$ cat config.mk
export PLATFORM = sky130hd
export DESIGN_NAME = mac_dot_ctrl
export DESIGN_NICKNAME = d
export VERILOG_FILES = /design/src/rtl/mac_ctrl_pkg.sv /design/src/rtl/mac_pipe_unit.sv /design/src/rtl/mac_dot_ctrl.sv
export SDC_FILE = /design/constraint.sdc
export NUM_CORES = 1
export LEC_CHECK = 0
export ABC_AREA = 1
export BUFFER_PORTS_ARGS = -buffer_cell sky130_fd_sc_hd__buf_2
export CAP_MARGIN = 20
export CORE_MARGIN = 1.5
export CORE_UTILIZATION = 44
export DETAILED_ROUTE_END_ITERATION = 12
export HOLD_SLACK_MARGIN = 0.15
export PLACE_DENSITY = 0.67
export REMOVE_ABC_BUFFERS = 1
export SYNTH_ARGS = -nofsm -noshare
export SYNTH_HDL_FRONTEND = slang
export SYNTH_SLANG_ARGS = --single-unit
$ cat constraint.sdc
create_clock -name clk -period 8.55 [get_ports clk]
set_input_delay 0.4275 -clock clk [delete_from_list [all_inputs] [get_ports clk]]
set_output_delay 0.4275 -clock clk [all_outputs]
set_load 0.005 [all_outputs]
$ cat src/rtl/mac_ctrl_pkg.sv
`default_nettype none
// ============================================================================
// Module   : mac_ctrl_pkg
// Purpose  : Shared constants for the dot-product MAC sequencer. This package
//            holds the controller state encoding and the fixed pipeline depth
//            of the multiply-accumulate unit.
// Ports    : none (package)
// Revision : 1.0 - initial release
// ============================================================================
package mac_ctrl_pkg;

    // Accept -> operand regs -> product reg -> accumulator.
    localparam int unsigned PIPE_LAT = 3;

    typedef logic [1:0] state_t;

    localparam logic [1:0] ST_IDLE   = 2'd0;
    localparam logic [1:0] ST_STREAM = 2'd1;
    localparam logic [1:0] ST_DRAIN  = 2'd2;
    localparam logic [1:0] ST_DONE   = 2'd3;

endpackage : mac_ctrl_pkg
`default_nettype wire

$ cat src/rtl/mac_pipe_unit.sv
`default_nettype none
// ============================================================================
// Module   : mac_pipe_unit
// Purpose  : Three-stage unsigned multiply-accumulate. Stage 1 registers the
//            operand pair, stage 2 registers the full-width product, and
//            stage 3 adds a valid product into the accumulator. A carry out
//            of the accumulator sets a sticky overflow flag.
// Ports    : clk, rst        - clock, synchronous active-high reset
//            clr             - clear accumulator and overflow (new job)
//            in_vld, a, b    - operand pair entering stage 1
//            acc, ovf        - accumulator value and sticky overflow
//            empty           - no valid data in stage 1 or stage 2
// Revision : 1.0 - initial release
// ============================================================================
module mac_pipe_unit
    import mac_ctrl_pkg::*;
#(
    parameter int unsigned WIDTH = 16,
    parameter int unsigned ACC_W = 40
) (
    input  logic             clk,
    input  logic             rst,
    input  logic             clr,
    input  logic             in_vld,
    input  logic [WIDTH-1:0] a,
    input  logic [WIDTH-1:0] b,
    output logic [ACC_W-1:0] acc,
    output logic             ovf,
    output logic             empty
);

    localparam int unsigned PROD_W = 2 * WIDTH;

    // Stage 1: operand registers
    logic             s1_vld_q, s1_vld_d;
    logic [WIDTH-1:0] s1_a_q,   s1_a_d;
    logic [WIDTH-1:0] s1_b_q,   s1_b_d;

    // Stage 2: product register
    logic              prod_vld_q, prod_vld_d;
    logic [PROD_W-1:0] prod_q,     prod_d;

    // Stage 3: accumulator
    logic [ACC_W-1:0] acc_q, acc_d;
    logic             ovf_q, ovf_d;

    // One extra bit so the carry out of the accumulator is visible.
    logic [ACC_W:0]   w_sum;

    always_comb begin
        s1_vld_d   = in_vld;
        s1_a_d     = s1_a_q;
        s1_b_d     = s1_b_q;
        prod_vld_d = s1_vld_q;
        prod_d     = prod_q;
        acc_d      = acc_q;
        ovf_d      = ovf_q;

        w_sum = {1'b0, acc_q} + (ACC_W + 1)'(prod_q);

        // Operand and product registers only move when carrying valid data,
        // which keeps idle-cycle toggling out of the multiplier.
        if (in_vld) begin
            s1_a_d = a;
            s1_b_d = b;
        end

        if (s1_vld_q) begin
            prod_d = PROD_W'(s1_a_q) * PROD_W'(s1_b_q);
        end

        if (clr) begin
            acc_d = '0;
            ovf_d = 1'b0;
        end else if (prod_vld_q) begin
            acc_d = w_sum[ACC_W-1:0];
            ovf_d = ovf_q | w_sum[ACC_W];
        end
    end

    always_ff @(posedge clk) begin
        if (rst) begin
            s1_vld_q   <= 1'b0;
            s1_a_q     <= '0;
            s1_b_q     <= '0;
            prod_vld_q <= 1'b0;
            prod_q     <= '0;
            acc_q      <= '0;
            ovf_q      <= 1'b0;
        end else begin
            s1_vld_q   <= s1_vld_d;
            s1_a_q     <= s1_a_d;
            s1_b_q     <= s1_b_d;
            prod_vld_q <= prod_vld_d;
            prod_q     <= prod_d;
            acc_q      <= acc_d;
            ovf_q      <= ovf_d;
        end
    end

    assign acc   = acc_q;
    assign ovf   = ovf_q;
    assign empty = ~s1_vld_q & ~prod_vld_q;

endmodule : mac_pipe_unit
`default_nettype wire

$ cat src/rtl/mac_dot_ctrl.sv
`default_nettype none
// ============================================================================
// Module   : mac_dot_ctrl
// Purpose  : Sequencer for one unsigned dot product of length len over a
//            streamed operand-pair source. Clears the accumulator per job,
//            drains the MAC pipeline and presents the sum with a valid/ready
//            result handshake.
// Ports    : clk, rst               - clock, synchronous active-high reset
//            start, len             - job request (sampled only in IDLE)
//            busy                   - high in any state other than IDLE
//            in_valid, in_ready     - operand pair handshake (STREAM only)
//            a, b                   - operand pair
//            res_valid, res_ready   - result handshake (DONE only)
//            result                 - dot-product sum modulo 2**ACC_W
//            overflow               - sticky per-job accumulator carry-out
// Revision : 1.0 - initial release
// ============================================================================
module mac_dot_ctrl
    import mac_ctrl_pkg::*;
#(
    parameter int unsigned WIDTH = 16,
    parameter int unsigned ACC_W = 40,   // must be >= 2*WIDTH
    parameter int unsigned LEN_W = 8
) (
    input  logic             clk,
    input  logic             rst,
    input  logic             start,
    input  logic [LEN_W-1:0] len,
    output logic             busy,
    input  logic             in_valid,
    output logic             in_ready,
    input  logic [WIDTH-1:0] a,
    input  logic [WIDTH-1:0] b,
    output logic             res_valid,
    input  logic             res_ready,
    output logic [ACC_W-1:0] result,
    output logic             overflow
);

    state_t           state_q, state_d;
    logic [LEN_W-1:0] cnt_q,   cnt_d;

    logic             w_accept;
    logic             w_clr;
    logic             w_pipe_empty;

    assign w_accept = in_valid & (state_q == ST_STREAM);

    always_comb begin
        state_d = state_q;
        cnt_d   = cnt_q;
        w_clr   = 1'b0;

        case (state_q)
            ST_IDLE: begin
                if (start) begin
                    // Accumulator is cleared for every job, including the
                    // zero-length one that reports 0 immediately.
                    w_clr = 1'b1;
                    if (len != '0) begin
                        state_d = ST_STREAM;
                        cnt_d   = len;
                    end else begin
                        state_d = ST_DONE;
                    end
                end
            end
            ST_STREAM: begin
                if (w_accept) begin
                    cnt_d = cnt_q - LEN_W'(1);
                    if (cnt_q == LEN_W'(1)) begin
                        state_d = ST_DRAIN;
                    end
                end
            end
            ST_DRAIN: begin
                // The last pair is accepted on entry, so the pipe is never
                // empty in the first DRAIN cycle; empty here means the final
                // accumulate has already landed.
                if (w_pipe_empty) begin
                    state_d = ST_DONE;
                end
            end
            ST_DONE: begin
                // start is deliberately not looked at here: a request that
                // coincides with the result handshake is dropped.
                if (res_ready) begin
                    state_d = ST_IDLE;
                end
            end
            default: begin
                state_d = ST_IDLE;
            end
        endcase
    end

    always_ff @(posedge clk) begin
        if (rst) begin
            state_q <= ST_IDLE;
            cnt_q   <= '0;
        end else begin
            state_q <= state_d;
            cnt_q   <= cnt_d;
        end
    end

    mac_pipe_unit #(
        .WIDTH (WIDTH),
        .ACC_W (ACC_W)
    ) u_pipe (
        .clk    (clk),
        .rst    (rst),
        .clr    (w_clr),
        .in_vld (w_accept),
        .a      (a),
        .b      (b),
        .acc    (result),
        .ovf    (overflow),
        .empty  (w_pipe_empty)
    );

    assign busy      = (state_q != ST_IDLE);
    assign in_ready  = (state_q == ST_STREAM);
    assign res_valid = (state_q == ST_DONE);

endmodule : mac_dot_ctrl
`default_nettype wire

# ---- Yosys cells after proc, flatten, opt, wreduce, memory -nomap -nowiden
# Cells that the tools add are included.
dict set report op_classes {
  muxes 13
  n_mul 1
  n_eq_ne 10
  n_addsub 2
  n_reduce_logical 7
  bitwise 5
}
# op count
set ops {}
lappend ops {{$add A40 B32 Y41} 1}
lappend ops {{$mul A16 B16 Y32} 1}
lappend ops {{$mux W8} 3}
lappend ops {{$pmux W8 S2} 1}
lappend ops {{$mux W2} 6}
lappend ops {{$eq A8 B1 Y1 const B} 1}
lappend ops {{$ne A2 B1 Y1 const B} 4}
lappend ops {{$pmux W2 S4} 1}
lappend ops {{$reduce_bool A8 Y1} 1}
lappend ops {{$sub A8 B1 Y8 const B} 1}
lappend ops {{$reduce_and A5 Y1} 1}
lappend ops {{$eq A2 B2 Y1 const B} 2}
lappend ops {{$ne A2 B2 Y1 const B} 2}
lappend ops {{$reduce_and A4 Y1} 1}
lappend ops {{$reduce_bool A2 Y1} 2}
lappend ops {{$and A1 B1 Y1} 2}
lappend ops {{$eq A2 B1 Y1 const B} 1}
lappend ops {{$logic_not A2 Y1} 1}
lappend ops {{$mux W1} 2}
lappend ops {{$not A1 Y1} 2}
lappend ops {{$reduce_or A2 Y1} 1}
lappend ops {{$or A1 B1 Y1} 1}
dict set report totals {
  ff_bits 117
  input_bits 45
  output_inout_bits 44
}

# ---- Logic depth before layout (Yosys ltp)
# Gate-level depths: netlist of run 1.
dict set report logic_depth {
  word_depth 4
  depth_mapped 29
  depth_no_buf 27
}

# ---- Hierarchy
# From an unflattened synthesis of run 1, not the netlist that was laid out.
dict set report unflattened {
  cells_unflattened 2573
  area_unflattened_um2 16842.4
}
# mod instances area_each_um2 cells_each
set by_module_without_submodules {}
lappend by_module_without_submodules {mac_pipe_unit 1 15971.6 2430}
lappend by_module_without_submodules {mac_dot_ctrl 1 870.8 143}

# ---- Worst setup path after synthesis of run 1
# No wires, ideal clock.
dict set report synth_timing {
  path_type {register -> register}
  start {register u_pipe.s1_a_q[6]}
  end {register u_pipe.prod_q[26]}
  synth_period_minus_slack_ns 5.446
  n_path_buf 2
  path_stages_with_launch 27
  slack_ns 3.104
  arrival_time_ns 5.337
  cell_sequence {dfxtp_1 > clkbuf_1 > clkbuf_1 > nand2_1 > fa_1 > inv_1 > fa_1 > inv_1 > fa_1 > inv_1 > fa_1 > fa_1 > inv_1 > fa_1 > inv_1 > ha_1 > nand2_1 > nor2_1 > inv_1 > nor3_1 > nand2_1 > nand2_1 > nand2_1 > nand3_1 > nand3_1 > nand2_1 > inv_1}
}
dict set report synth_via {
  elab_chain_cells 1
}
# element line
set synth_rtl {}
lappend synth_rtl {{from (decl)} mac_pipe_unit.sv:36} ;# logic [WIDTH-1:0] s1_a_q, s1_a_d;
lappend synth_rtl {{from (signal assigned)} mac_pipe_unit.sv:84} ;# s1_a_q <= '0;
lappend synth_rtl {{from (signal assigned)} mac_pipe_unit.sv:92} ;# s1_a_q <= s1_a_d;
lappend synth_rtl {{$mul A16 B16 Y32} mac_pipe_unit.sv:69} ;# prod_d = PROD_W'(s1_a_q) * PROD_W'(s1_b_q);
lappend synth_rtl {{to (signal assigned)} mac_pipe_unit.sv:95} ;# prod_q <= prod_d;
lappend synth_rtl {{to (decl)} mac_pipe_unit.sv:41} ;# logic [PROD_W-1:0] prod_q, prod_d;
# No other way between the ends.
# A chain may end at the register's enable or synchronous reset.

# ---- Final worst setup path of run 1
dict set report layout_timing {
  start {register u_pipe.s1_b_q[7]}
  end {register u_pipe.prod_q[31]}
}
dict set report layout_via {
  elab_chain_cells 1
}
# element line
set layout_rtl {}
lappend layout_rtl {{from (decl)} mac_pipe_unit.sv:37} ;# logic [WIDTH-1:0] s1_b_q, s1_b_d;
lappend layout_rtl {{from (signal assigned)} mac_pipe_unit.sv:85} ;# s1_b_q <= '0;
lappend layout_rtl {{from (signal assigned)} mac_pipe_unit.sv:93} ;# s1_b_q <= s1_b_d;
lappend layout_rtl {{$mul A16 B16 Y32} mac_pipe_unit.sv:69}
# No other way between the ends.

==> flow_metrics.tcl, run 1 <==
set metrics [dict create \
    outcome "complete, no violations" \
    rows 70 \
    cp_slowest_cell "dfxtp_1" \
    cp_top_family "adder cells" \
    drt_first_pass_iters 5 \
    end_kind "register" \
    grt_first_pass_wirelength_um 74190 \
    cts.sinks 117 \
    cts_tree "yes" \
    netlist_area_sq_um 16210 \
    cts_max_level 4 \
    power_density_nw_per_um2 157.2 \
    cts-resized-gates 0 \
    dieWidth_um 194.9 \
    layout.nets 2813 \
    crit_buf_inv 6 \
    first_global_vias 14770 \
    crit_path_cell_trace "nand2_1 > fa_1 > inv_1 > fa_1 > inv_1 > fa_1 > inv_1 > fa_1 > fa_1 > inv_1 > fa_1 > inv_1 > ha_1 > a21o_1 > a21oi_1 > nand2_1 > nand2_1 > nand2_1 > nand2_1 > nand3_1 > nand2_1 > inv_1" \
    async_flop_share_pct 0 \
    setup_tns_ps 0 \
    critical_path.startpoint "u_pipe.s1_b_q[7]" \
    critPathMaxStageDelay_ps 880 \
    syn_inst 2412 \
    io_buffers 88 \
    r2r_cells 22 \
    fin_skew_ps 11.80 \
    cts_made_buffers 17 \
    yosysMostFrequentCell "nand2_1" \
    fin_crit_sh_pct 73.69 \
    antenna_found_initial 0 \
    vias_per_cell 5.016 \
    vias 14600 \
    drc 0 \
    grt_max_degree 56 \
    cts_hold_buf 0 \
    p_total_mw 2.761 \
    crit_end "u_pipe.prod_q[31]" \
    ys_types 38 \
    syn_area_per_cell_sq_um 6.719 \
    drive_gt1_share_pct 6.508 \
    place_inst 2878 \
    r2r-end "u_pipe.prod_q[31]" \
    ant_nets 0 \
    fin_crit_ps 6301 \
    ir_drop_uv 149.4 \
    placed_area_sq_um 16930 \
    final_cell_area_sq_um 17560 \
    yosysWarningCount 0 \
    min-delay-start "b[15]" \
    startpoint_type "register" \
    setup_violations 0 \
    wire_per_inst_um 15.17 \
    hold_viol 0 \
    clk_pin_slew_ps 70 \
    root_buffer "clkbuf_16" \
    synthToLayoutAreaGrowth_pct 8.354 \
    fmax_mhz 158.7 \
    cp_max_fo 17 \
    start_util_pct 44.48 \
    worst_pin_slew_ps 855.6 \
    synth_area_leader_cell "fa_1" \
    gr-total-overflow 0 \
    initialDrtViolationCount 817 \
    n_antenna_cell 0 \
    synth_top_area_share_pct 24.09 \
    synth_common_cells "605 x nand2_1, 541 x inv_1, 299 x nor2_1" \
    drv_slew 0 \
    cp.arrival_ps 6650 \
    synth-main-ff-cell "dfxtp_1" \
    critPathKind "reg2reg" \
    finalWirelength_um 44160 \
    hpwl_um 35580 \
    synth_edf_count 0 \
    synth.area.top_cells "fa_1 24%, dfxtp_1 14%, nand2_1 14%" \
    grt.total_usage_pct 24.56 \
    num_io_pins 89 \
    min_path_type "in2reg" \
    ff2ff_setup_slack_ps 2250 \
    die-area_sq_um 37990 \
    stdcell_count 2911 \
    r2r_start "u_pipe.s1_b_q[7]" \
    synth.ff_latch_count 117 \
    cp.depth 22 \
    rsz0062_at_grt "no" \
    post-cts-setup-buffers 0 \
    p_leak_nw 10.21 \
    gp_congestion 0.9381 \
    relSlewSlack_pct 42.88 \
    maxCapViolCount 0 \
    cts_max_path_buffers 2 \
    cp_data_required_time_ps 8900 \
    clk-insertion-delay-late_ps 450 \
    core_area_sq_um 36430 \
    ys_seq_area_share_pct 14.45 \
    die_height_um 194.9 \
]
power breakdown:
group / switching [mW] / total, mW / internal (mW)
sequential: 0.261 / 0.892 / 0.632
clock: 0.306 / 0.753 / 0.448
combinational: 0.690 / 1.12 / 0.425
logic make-up after synthesis:
| logic type | Yosys count | synth area share [%] |
|---|---|---|
| AOI/OAI and AO/OA | 220 | 7.111 |
| xor gates and xnor gates | 38 | 2.054 |
| adders and majority gates | 338 | 35.13 |
| buffers and inverters | 642 | 14.94 |
| DFF | 117 | 14.45 |
| muxes | 1 | 0.06177 |
| and+or+nand+nor | 1056 | 26.25 |
tightest hold or removal path: cells and delay by family:
kind,cells,cell delay (ps)
simple gates,1,70
buf+inv,1,70
compound gates,1,70
per-layer routing:
layer  GRT usage (%)  vias to the layer above  share of wire [%]
met5               0                        -                  0
met4           7.867                        0                2.2
met3           3.210                       64                5.7
met2           42.01                      422                 48
met1           32.12                     6918                 45
li1                -                     7197                  -
cell usage in the layout (no fill, tap or decap), types with 29 or more instances in the layout:
master	count
nand2_1	605
inv_1	541
nor2_1	299
fa_1	195
ha_1	143
dfxtp_1	116
o21ai_0	109
nand3_1	90
buf_2	88
a21oi_1	84
xor2_1	29
flip-flops by register name, indices dropped and copies added (netlist names):
register,cells
cnt_q,8
u_pipe.ovf,1
u_pipe.prod_vld_q,1
u_pipe.prod_q,32
u_pipe.s1_a_q,16
u_pipe.acc,40
state_q,2
u_pipe.prod_vld_d,1
u_pipe.s1_b_q,16
worst min path at each step:
| stage | slack (ps) | endpoint | depth (start not counted) |
|---|---|---|---|
| after global routing | 230 | u_pipe.s1_a_q[15] | 3 |
| after detailed placement | 450 | u_pipe.ovf | 2 |
| after global placement | 440 | u_pipe.ovf | 2 |
| after floorplan | 440 | u_pipe.prod_q[0] | 2 |
| after CTS | 210 | u_pipe.s1_b_q[12] | 3 |
| final | 230 | u_pipe.s1_b_q[15] | 3 |
layout make-up:
class	count	area, sq um
clock buffers	19	452.9
clock inverters	13	148.9
fillers	3748	18880
inverters	545	2046
multi-input cells	1653	11440
flip-flops and latches	117	2344
well taps	468	585.6
repair buffers	96	540.5
stage by stage:
stage	setup WS [ps]	utilization, %	hold slack [ps]
2_1_floorplan	3256	-	443.0
3_3_place_gp	2339	46.39	436.3
3_5_place_dp	2331	46.47	449.2
4_1_cts	2308	48.12	212.8
5_1_grt	1979	48.19	227.5
6_report	2249	48.19	226.8
Power figures use the tool's default switching activity.
==> run 2: changes to the inputs <==
--- a/config.mk
+++ b/config.mk
@@ -5,7 +5,7 @@
 export SDC_FILE = /design/constraint.sdc
 export NUM_CORES = 1
 export LEC_CHECK = 0
-export ABC_AREA = 1
+export ABC_AREA = 0
 export BUFFER_PORTS_ARGS = -buffer_cell sky130_fd_sc_hd__buf_2
 export CAP_MARGIN = 20
 export CORE_MARGIN = 1.5
==> constraint.sdc (replaced) <==
create_clock -name clk -period 6.3 [get_ports clk]
set_input_delay 0.315 -clock clk [delete_from_list [all_inputs] [get_ports clk]]
set_output_delay 0.315 -clock clk [all_outputs]
set_load 0.005 [all_outputs]
==> run 2 against run 1 <==
Net effect:
- core utilization up 1.9 points
- critical path depth fell by 2
- sequential cell count did not move
- sequential share of layout area up 0.66 points
- cell count fell by 20%
- clock power up 50%
- first-iteration DRC count is 12% lower
- critical endpoint is now u_pipe.prod_q[30]
==> flow_metrics.tcl, run 2 <==
set metrics [dict create \
    outcome "complete, no violations" \
    relSlewSlack_pct 32.72 \
    grt_first_pass_wirelength_um 62210 \
    setup_violations 0 \
    synth_top_family_by_area "adder cells" \
    drc 0 \
    critPathKind "reg2reg" \
    synth-xor-area-share_pct 2.162 \
    startpoint_type "register" \
    die-area_sq_um 35190 \
    clkPwrFrac_pct 40.6 \
    fin_crit_sh_pct 95.81 \
    layout_common_cells "287 x nand2_1, 255 x inv_1, 195 x fa_1" \
    gp_congestion 0.8913 \
    rsz0062_at_grt "no" \
    power_density_nw_per_um2 165.1 \
    ys_seq_area_share_pct 15.62 \
    gr-total-overflow 0 \
    synth.ff_latch_count 117 \
    syn_inst 1785 \
    synthToLayoutAreaGrowth_pct 12.08 \
    p_switching_mw 0.9552 \
    hold_path_depth 3 \
    placed_area_sq_um 15960 \
    drv_slew 0 \
    cts_max_path_buffers 2 \
    cp.arrival_ps 6410 \
    num_io_pins 89 \
    clk-insertion-delay-late_ps 430 \
    vias_per_cell 5.366 \
    cts.sinks 117 \
    final_common_cell "nand2_1" \
    die_height_um 187.6 \
    ir_drop_uv 222.5 \
    fin_skew_ps 10.90 \
    synth_area_leader_cell "fa_1" \
    core_area_sq_um 33530 \
    syn_area_per_cell_sq_um 8.399 \
    min-delay-start "b[5]" \
    synthMuxAreaShare_pct 2.470 \
    crit_path_cell_trace "and2_1 > fa_1 > inv_1 > fa_1 > inv_1 > fa_1 > fa_1 > fa_1 > inv_1 > fa_1 > inv_1 > ha_1 > a21o_1 > a21oi_1 > o21ai_1 > a41oi_2 > o31a_4 > o32ai_4 > or4_1 > nand3_1" \
    swShare_pct 34.42 \
    start_util_pct 44.71 \
    cts_made_buffers 17 \
    largest_reg_flops 40 \
    clk_pin_slew_ps 60 \
    synth-main-ff-cell "dfxtp_1" \
    io_buffers 88 \
    synth_edf_count 0 \
    ant_nets 0 \
    crit_top_cell "fa_1" \
    synth_fa_ha_area_share_pct 37.97 \
    min_path_type "in2reg" \
    n_antenna_cell 0 \
    dieWidth_um 187.6 \
    setup_tns_ps 0 \
    final_cell_area_sq_um 16800 \
    maxCapViolCount 0 \
    yosysWarningCount 0 \
    post-cts-setup-buffers 0 \
    hold_end "u_pipe.s1_b_q[5]" \
    synth_compound_area_share_pct 13.90 \
    first_global_vias 12440 \
    rows 67 \
    critPathMaxStageDelay_ps 540 \
    cp_slowest_cell "fa_1" \
    cp_max_fo 11 \
    end_kind "register" \
    p_total_mw 2.775 \
    grt.total_usage_pct 21.82 \
    vias 12480 \
    p_comb_share_pct 27.1 \
    cts_max_level 4 \
    layout.nets 2250 \
    root_buffer "clkbuf_16" \
    hpwl_um 29900 \
    post-route-util_pct 50.11 \
    finalWirelength_um 37720 \
    initialDrtViolationCount 721 \
    r2r-end "u_pipe.prod_q[30]" \
    synth.area.top_cells "fa_1 26%, dfxtp_1 16%, ha_1 12%" \
    drive_gt1_share_pct 10.97 \
    fmax_mhz 165.7 \
    async_flop_share_pct 0 \
    netlist_area_sq_um 14990 \
    yosysMostFrequentCell "nand2_1" \
    ff2ff_setup_slack_ps 260 \
    worst_pin_slew_ps 1009 \
    synth_top_area_share_pct 26.04 \
    r2r_cells 20 \
    seq_power_share_pct 32.3 \
    ys_types 81 \
    fin_crit_ps 6036 \
    drt_first_pass_iters 5 \
    synth_common_cells "287 x nand2_1, 255 x inv_1, 195 x fa_1" \
    p_int_mw 1.820 \
    cts_tree "yes" \
    r2r_start "u_pipe.s1_b_q[11]" \
    grt_max_degree 57 \
    hold_viol 0 \
    yosys.area_share.simple_pct 19.01 \
    p_leak_nw 8.119 \
    antenna_found_initial 1 \
    cp_data_required_time_ps 6670 \
    wire_per_inst_um 16.22 \
]
==> run 2: cell types whose count changed after synthesis, moves of 27 or more <==
cell and delta:
o21ai_0 -68, nand3_1 -65, inv_1 -286, a21o_1 +27, nand2_1 -318, mux2i_1 +36
nor2_1 -216, and2_1 +112
==> run 2: how the worst max path moves through the flow <==
| stage | startpoint | cells past startpoint | end |
|---|---|---|---|
| floorplan | u_pipe.s1_b_q[7] | 20 | u_pipe.prod_q[31] |
| global placement | u_pipe.s1_b_q[12] | 17 | u_pipe.prod_q[29] |
| detailed placement | u_pipe.s1_b_q[10] | 20 | u_pipe.prod_q[30] |
| CTS | u_pipe.s1_b_q[10] | 20 | u_pipe.prod_q[30] |
| global route | u_pipe.s1_b_q[11] | 17 | u_pipe.prod_q[29] |
| finish | u_pipe.s1_b_q[11] | 20 | u_pipe.prod_q[30] |
==> run 2: cell families (layout without fill, tap and decap cells) <==
group | count (synthesis) | in the layout
AO/OA/AOI/OAI | 312 | 312
XOR/XNOR | 37 | 37
adder cells (fa/ha/maj) | 338 | 338
buffers and inverters | 342 | 435
flip-flops | 117 | 117
multiplexers | 37 | 37
AND/OR/NAND/NOR | 602 | 602
==> run 2: power groups by stage <==
stage	logic, mW	clock network [mW]	registers, mW
final	0.752	1.13	0.896
after global routing	0.848	1.17	0.906
after detailed placement	0.735	0	0.906
after floorplan	0.434	0	0.918
after global placement	0.723	0	0.902
after CTS	0.746	1.14	0.891
==> run 2: cell type report <==
type	instances	area (sq um)
clock buffer	22	484.2
inverter	257	964.7
fill	3229	16730
clock inverter	8	171.4
multi-input combinational	1326	11340
sequential	117	2354
tap	448	560.5
timing repair buffer	148	930.9
==> run 2: timing repair <==
item | CTS | global route
resized for setup | 0 | 10
setup endpoints to repair | 0 | 5
hold buffers | 16 | 0
endpoints found under the hold margin | 16 | 0
==> run 2: metrics by stage <==
stage                     hold WS, ps  std cells  worst slack (ps)
after detailed placement        464.8       2279             159.1
after floorplan                 384.1       1700             399.2
after global routing            163.1       2326             18.33
after global placement          449.4       2279             253.9
after CTS                       156.6       2325             134.3
final                           161.4       2326             264.2
==> run 2: worst max-delay path: cells and delay by family, from the launching register on <==
kind                     cells  cell delay (ps)
flip-flops                   1              470
adder cells (fa/ha/maj)      7             3380
AO/OA/AOI/OAI                6             1040
buffers and inverters        4              200
AND/OR/NAND/NOR              3              880
==> run 2: routing by layer <==
metal  global-route usage, %  vias up  part of all wire [%]
met5                       0        -                     0
met4                   4.769        0                   1.3
met3                   3.088       35                   4.4
met2                   37.58      285                    50
met1                   29.04     6190                    45
li1                        -     5972                     -
